[src/rtl/uart_tx_queue.sv]
// rtl/uart_tx_queue.sv - byte FIFO feeding a UART transmitter via a start/ready handshake
// Optional feature: define UART_TXQ_LEVEL_EN to expose the occupancy count on the level port.
module uart_tx_queue #(
   parameter int DEPTH_LOG2 = 4
) (
   input  logic                  clk,
   input  logic                  rst,
   input  logic                  wr_en,
   input  logic [7:0]            wr_data,
   output logic                  full,
   output logic                  empty,
   output logic                  overflow,
   output logic                  tx_start,
   output logic [7:0]            tx_data,
   input  logic                  tx_ready
`ifdef UART_TXQ_LEVEL_EN
   ,
   output logic [DEPTH_LOG2:0]   level
`endif
);

   localparam int DEPTH = 1 << DEPTH_LOG2;
   localparam logic [DEPTH_LOG2:0] DEPTH_CNT = (DEPTH_LOG2 + 1)'(DEPTH);

   typedef enum logic [1:0] {
      S_IDLE      = 2'd0,
      S_PULSE     = 2'd1,
      S_WAIT_BUSY = 2'd2,
      S_WAIT_DONE = 2'd3
   } state_t;

   state_t                state;
   state_t                state_nxt;
   logic [7:0]            mem [DEPTH];
   logic [DEPTH_LOG2-1:0] wr_ptr;
   logic [DEPTH_LOG2-1:0] rd_ptr;
   logic [DEPTH_LOG2:0]   count;
   logic                  push;
   logic                  pop;

   // Flags come straight from the registered count, so a push while full is
   // refused even when a pop frees a slot on the same edge.
   assign full  = (count == DEPTH_CNT);
   assign empty = (count == '0);
   assign push  = wr_en && !full;
   assign pop   = (state == S_IDLE) && !empty && tx_ready;

`ifdef UART_TXQ_LEVEL_EN
   assign level = count;
`endif

   // Storage array; contents are deliberately left unreset.
   always_ff @(posedge clk) begin
      if (push) begin
         mem[wr_ptr] <= wr_data;
      end
   end

   // Pointers, occupancy, sticky overflow and the registered transmit byte.
   always_ff @(posedge clk or negedge rst) begin
      if (!rst) begin
         wr_ptr   <= '0;
         rd_ptr   <= '0;
         count    <= '0;
         overflow <= 1'b0;
         tx_data  <= 8'h00;
      end else begin
         if (push) begin
            wr_ptr <= wr_ptr + 1'b1;
         end
         if (pop) begin
            rd_ptr  <= rd_ptr + 1'b1;
            tx_data <= mem[rd_ptr];
         end
         if (wr_en && full) begin
            overflow <= 1'b1;
         end
         case ({push, pop})
            2'b10:   count <= count + 1'b1;
            2'b01:   count <= count - 1'b1;
            default: count <= count;
         endcase
      end
   end

   // Handshake state register.
   always_ff @(posedge clk or negedge rst) begin
      if (!rst) begin
         state <= S_IDLE;
      end else begin
         state <= state_nxt;
      end
   end

   // Next state and start pulse: WAIT_BUSY absorbs the transmitter's late ready drop.
   always_comb begin
      state_nxt = state;
      tx_start  = 1'b0;
      case (state)
         S_IDLE: begin
            if (!empty && tx_ready) begin
               state_nxt = S_PULSE;
            end
         end
         S_PULSE: begin
            tx_start  = 1'b1;
            state_nxt = S_WAIT_BUSY;
         end
         S_WAIT_BUSY: begin
            if (!tx_ready) begin
               state_nxt = S_WAIT_DONE;
            end
         end
         S_WAIT_DONE: begin
            if (tx_ready) begin
               state_nxt = S_IDLE;
            end
         end
         default: state_nxt = S_IDLE;
      endcase
   end

endmodule

[config.mk]
export PLATFORM = sky130hd
export DESIGN_NAME = uart_tx_queue
export DESIGN_NICKNAME = d
export VERILOG_FILES = /design/src/rtl/uart_tx_queue.sv
export SDC_FILE = /design/constraint.sdc
export NUM_CORES = 1
export LEC_CHECK = 0
export ABC_AREA = 1
export BUFFER_PORTS_ARGS = -buffer_cell sky130_fd_sc_hd__buf_2
export CORE_MARGIN = 2
export CORE_UTILIZATION = 50
export DETAILED_ROUTE_END_ITERATION = 12
export HOLD_SLACK_MARGIN = 0.1
export PLACE_DENSITY = 0.66
export RECOVER_POWER = 25
export SYNTH_ARGS = -nofsm -noshare
export SYNTH_HDL_FRONTEND = slang
export SYNTH_SLANG_ARGS = --single-unit
export TNS_END_PERCENT = 50
[constraint.sdc]
create_clock -name clk -period 3.2 [get_ports clk]
set_clock_uncertainty 0.05 [all_clocks]
set_input_delay 0.96 -clock clk [delete_from_list [all_inputs] [get_ports clk]]
set_output_delay 0.96 -clock clk [all_outputs]
set_load 0.02 [all_outputs]
Word-level counts from Yosys, hierarchy flattened
Memory sizes are Yosys's and may differ from the RTL's. A register that Yosys moved wholly into a read port is not among the register bits.
Cells that the tools add are included.
Word-level totals
  flip-flop bits (word level): 16
  bits in writable memories: 128
  input bits: 12
  output and inout bits: 12
  logic and storage cells: 39
  memories: 1
Operators by class
  $add $sub $neg: 4
  equality and inequality tests: 9
  multiplexer cells: 8
  reductions and logical operators: 12
Memories
  mem: depth 16, width 8, read ports 1, clocked after memory_dff 1, write ports 1, RTL line 34  | logic [7:0] mem [DEPTH];
Operators by type and width (count)
  $pmux W5 S2: 1
  $add A4 B1 Y4 const B: 2
  $pmux W2 S4: 1
  $eq A2 B2 Y1 const B: 3
  $mux W2: 3
  $add A5 B1 Y5 const B: 1
  $eq A5 B5 Y1 const B: 1
  $logic_and A1 B1 Y1: 5
  $logic_not A5 Y1: 1
  $sub A5 B1 Y5 const B: 1
  $eq A2 B1 Y1 const B: 2
  $ne A2 B2 Y1 const B: 2
  $logic_not A1 Y1: 3
  $mux W1: 3
  $reduce_and A3 Y1: 1
  $logic_not A2 Y1: 1
  $ne A2 B1 Y1 const B: 1
  $reduce_bool A2 Y1: 1

Logic depth before layout (Yosys ltp)
  depth after elaboration: 6
  depth in mapped cells: 15
  depth with buffers taken out: 14

Least setup slack after synthesis
Ideal clock, no wire load.
  path kind: in2reg
  start point: in tx_ready
  end point: reg count[4]
  library setup time: 117 ps
  arrival time: 2409 ps
  data required time: 3033 ps
  setup slack: 625 ps
  cell stages on the path: 13
  path buffers: 1
  cell sequence: nand3_4 inv_2 buf_4 ha_1 inv_1 fa_1 inv_1 nand2_1 nand2_1 a21oi_1 xor2_1 nand2_1 nand2_1
Between the ends
  word-level cells in the longest chain between the ends: 3
  elaborated cells on any way between the ends: 5
  those cells by class: eq/ne: 2; mux: 1; reduce/logical: 2
RTL lines
  start, declared: RTL line 15  | input logic tx_ready
  $logic_and A1 B1 Y1 *: RTL line 46  | assign pop = (state == S_IDLE) && !empty && tx_ready;
  named net pop: RTL line 39  | logic pop;
  $eq A2 B1 Y1 / $eq A2 B2 Y1 (equally long branches): RTL line 78  | case ({push, pop})
  $pmux W5 S2 / $reduce_bool A2 Y1 (equally long branches)
  end signal, assigned: RTL line 79  | 2'b10: count <= count + 1'b1;
  end signal, assigned: RTL line 80  | 2'b01: count <= count - 1'b1;
  end signal, assigned: RTL line 81  | default: count <= count;
  end, declared: RTL line 37  | logic [DEPTH_LOG2:0] count;
The timed path passes the listed nets; every way through them passes the cells marked *.
A chain may end at the register's enable or synchronous reset.

Worst setup path in the final report
  start point: reg state[0]
  end point: reg count[4]
Between the ends
  word-level cells in the longest chain between the ends: 5
  elaborated cells on any way between the ends: 7
  those cells by class: eq/ne: 2; mux: 1; reduce/logical: 4
RTL lines
  start, declared: RTL line 32  | state_t state;
  start signal, assigned: RTL line 91  | state <= state_nxt;
  $logic_not A2 Y1 *: RTL line 46
  $logic_and A1 B1 Y1 * (2 in a row): RTL line 46
  $eq A2 B1 Y1 / $eq A2 B2 Y1 (equally long branches): RTL line 78
  $pmux W5 S2 / $reduce_bool A2 Y1 (equally long branches)
Every way passes the cells marked *; elsewhere a longest branch is shown, timed or not.

==> impl_metrics.json <==
{
  "slew_headroom": 0.159,
  "yosysUniqueCellTypes": 28,
  "die_h_um": 122,
  "clk_pin_slew_worst_paths_ns": 0.06,
  "whs_path_depth": 1,
  "die_w_um": 122,
  "power_density_mw_per_mm2": 878,
  "postRouteAntennaNets": 0,
  "ioPinCount": 24,
  "gp_congestion": 0.864,
  "ys_warn_count": 0,
  "fin_crit_ns": 2.53,
  "cts_tree": "yes",
  "cts_sinks": 152,
  "cts_buffers": 17,
  "setup_violations": 0,
  "hpwlAfterDp_um": 9110,
  "area_delta_synth_final_pct": 11.4,
  "avgViaCountPerCell": 4.97,
  "synth_top_flop_cell": "edfxtp_1",
  "cts_hold_buf": 0,
  "synthArstFlopShare": 0.158,
  "grt_pass1_vias": 4330,
  "post-cts-setup-buffers": 0,
  "netlist_area_sq_mm": 0.00691,
  "core_sq_mm": 0.0133,
  "period_share": 0.789,
  "arrival_ns": 2.79,
  "clkLatencyLatePin_ns": 0.42,
  "fillers": 1149,
  "ff2ff_setup_slack_ns": 0.67,
  "vdd_ir_drop_max_mv": 0.525,
  "fin_setup_tns_ns": 0,
  "cpMaxStageDelayCell": "dfrtp_1",
  "rr_endpoint": "count[4]",
  "ys_ff_latch": 152,
  "synth-edff-count": 128,
  "ys_seq_area_frac": 0.643,
  "crit_fanout": 13,
  "syn_avg_cell_area_sq_um": 10.2,
  "portBuffers": 23,
  "crit_type": "reg2reg",
  "rr_worst_depth": 14,
  "run_status": "finished, final reports clean",
  "grt_max_degree": 66,
  "grt_setup_unrepaired": "false",
  "initial_core_util": 0.518,
  "hold_viol_final": 0,
  "antenna_found_initial": 0,
  "crit_chain": "inv_1 -> ha_1 -> nand3_4 -> inv_2 -> ha_1 -> inv_1 -> fa_1 -> inv_1 -> nand2_1 -> nand2_1 -> a21oi_1 -> xor2_1 -> nand2_1 -> nand2_1",
  "hold_start": "overflow",
  "path_buf_inv": 4,
  "post_dp_cell_area_sq_mm": 0.00717,
  "slowest_delay_ns": 0.41,
  "track_usage": 0.211,
  "layout_commonest_cell": "nand2_1",
  "maxSlewViolCount": 0,
  "wire_per_inst_um": 15.9,
  "crit_required_ns": 3.46,
  "syn_inst": 679,
  "drtPass1Iterations": 6,
  "final_cell_mix": "216 x nand2_1, 128 x edfxtp_1, 116 x inv_1, 98 x nand3_1, 23 x dfrtp_1",
  "overflow": 0,
  "antennaDiodeCount": 0,
  "dr_total_vias": 4470,
  "synthesis.nets": 706,
  "hp-class": "reg2reg",
  "die-area_sq_mm": 0.0148,
  "crit_top_cell": "nand2_1",
  "totalPowerFinal_mw": 6.76,
  "ctsResizeCount": 0,
  "drive_above_1_share": 0.0996,
  "clock_path_buffers": 2,
  "crit_path_start_kind": "flip-flop",
  "cpLargestDelayFamily": "adder cells",
  "hold_ws_ns": 0.417,
  "tightest_slew_ns": 1.26,
  "end_kind": "flip-flop",
  "grt_pass1_wl_um": 22900,
  "rows": 42,
  "htreeDepth": 4,
  "leakage_nw": 3.46,
  "max_cap_violations": 0,
  "fmax_mhz": 396,
  "nets": 737,
  "cts-root-buf": "clkbuf_16",
  "stdcell_area_sq_mm": 0.00770,
  "finalWirelength_um": 14300,
  "drtIter0Drc": 338,
  "whs_endpoint": "overflow",
  "timing.rr.start": "state[0]",
  "drc": 0
}
==> synthesized netlist by cell type, types with 6 or more instances <==
| library cell | count | area (sq um) |
|---|---|---|
| nand2_1 | 216 | 811 |
| edfxtp_1 | 128 | 3840 |
| inv_1 | 116 | 435 |
| nand3_1 | 98 | 490 |
| dfrtp_1 | 24 | 601 |
| ha_1 | 14 | 175 |
| buf_2 | 13 | 65.1 |
| nor3_1 | 13 | 65.1 |
| buf_6 | 10 | 113 |
| nor2_1 | 8 | 30.0 |
| xor2_1 | 7 | 61.3 |
| inv_2 | 6 | 22.5 |
==> flip-flops by register name (all words and copies together) (netlist names) <==
name      count
mem         128
tx_data       8
count         5
rd_ptr        4
wr_ptr        4
state         2
overflow      1
==> logic make-up after synthesis <==
| group | after synthesis | share of synthesized area |
|---|---|---|
| xor gates and xnor gates | 9 | 0.0114 |
| DFF | 152 | 0.643 |
| and+or+nand+nor | 341 | 0.210 |
| muxes | 1 | 0.00145 |
| buffers and inverters | 150 | 0.0969 |
| AOI/OAI and AO/OA | 11 | 0.00887 |
| adders and majority gates | 15 | 0.0282 |
==> layer usage <==
layer	track usage	routed length (um)
met5	0	0
met4	0.0697	235
met3	0.0496	948
met2	0.324	6550
met1	0.301	6610
==> area by class of cell <==
cell class              count  area (sq um)  area share
flip-flops and latches    152          4450       0.577
multi-input cells         377          1790       0.233
clock buffers              18           429      0.0557
repair buffers             39           241      0.0314
well taps                 176           220      0.0286
clock inverters            14           109      0.0141
inverters                 123           462      0.0600
==> report_power, final <==
group / internal, mW / switching, mW / leakage [nW]
Clock: 1.06 / 0.754 / 0.256
Combinational: 0.707 / 1.61 / 1.76
Sequential: 2.46 / 0.174 / 1.45
==> worst register-to-register path: stages (launching register included) <==
cell and delay [ns]:
dfrtp_1 0.41, inv_1 0.12, ha_1 0.23, nand3_4 0.15
inv_2 0.20, ha_1 0.30, inv_1 0.08, fa_1 0.38
inv_1 0.07, nand2_1 0.07, nand2_1 0.07, a21oi_1 0.07
xor2_1 0.14, nand2_1 0.06, nand2_1 0.04
==> per-stage QoR <==
| step | setup WS [ns] | std cells | util |
|---|---|---|---|
| finish | 0.675 | 899 | 0.577 |
| global route | 0.465 | 899 | 0.577 |
| CTS | 0.667 | 899 | 0.578 |
| detailed placement | 0.333 | 867 | 0.537 |
| global placement | 0.377 | 867 | 0.537 |
| floorplan | 0.625 | 679 | - |
==> worst max path at each step <==
stage | end | depth (start not counted) | slack [ns] | from
2_1_floorplan | count[4] | 13 | 0.62 | tx_ready
3_3_place_gp | count[4] | 13 | 0.38 | tx_ready
5_1_grt | count[4] | 14 | 0.46 | state[1]
6_report | count[4] | 14 | 0.67 | state[0]
4_1_cts | count[4] | 14 | 0.67 | state[1]
3_5_place_dp | count[4] | 13 | 0.33 | tx_ready
Note: power is estimated with default switching activity, not from simulation.
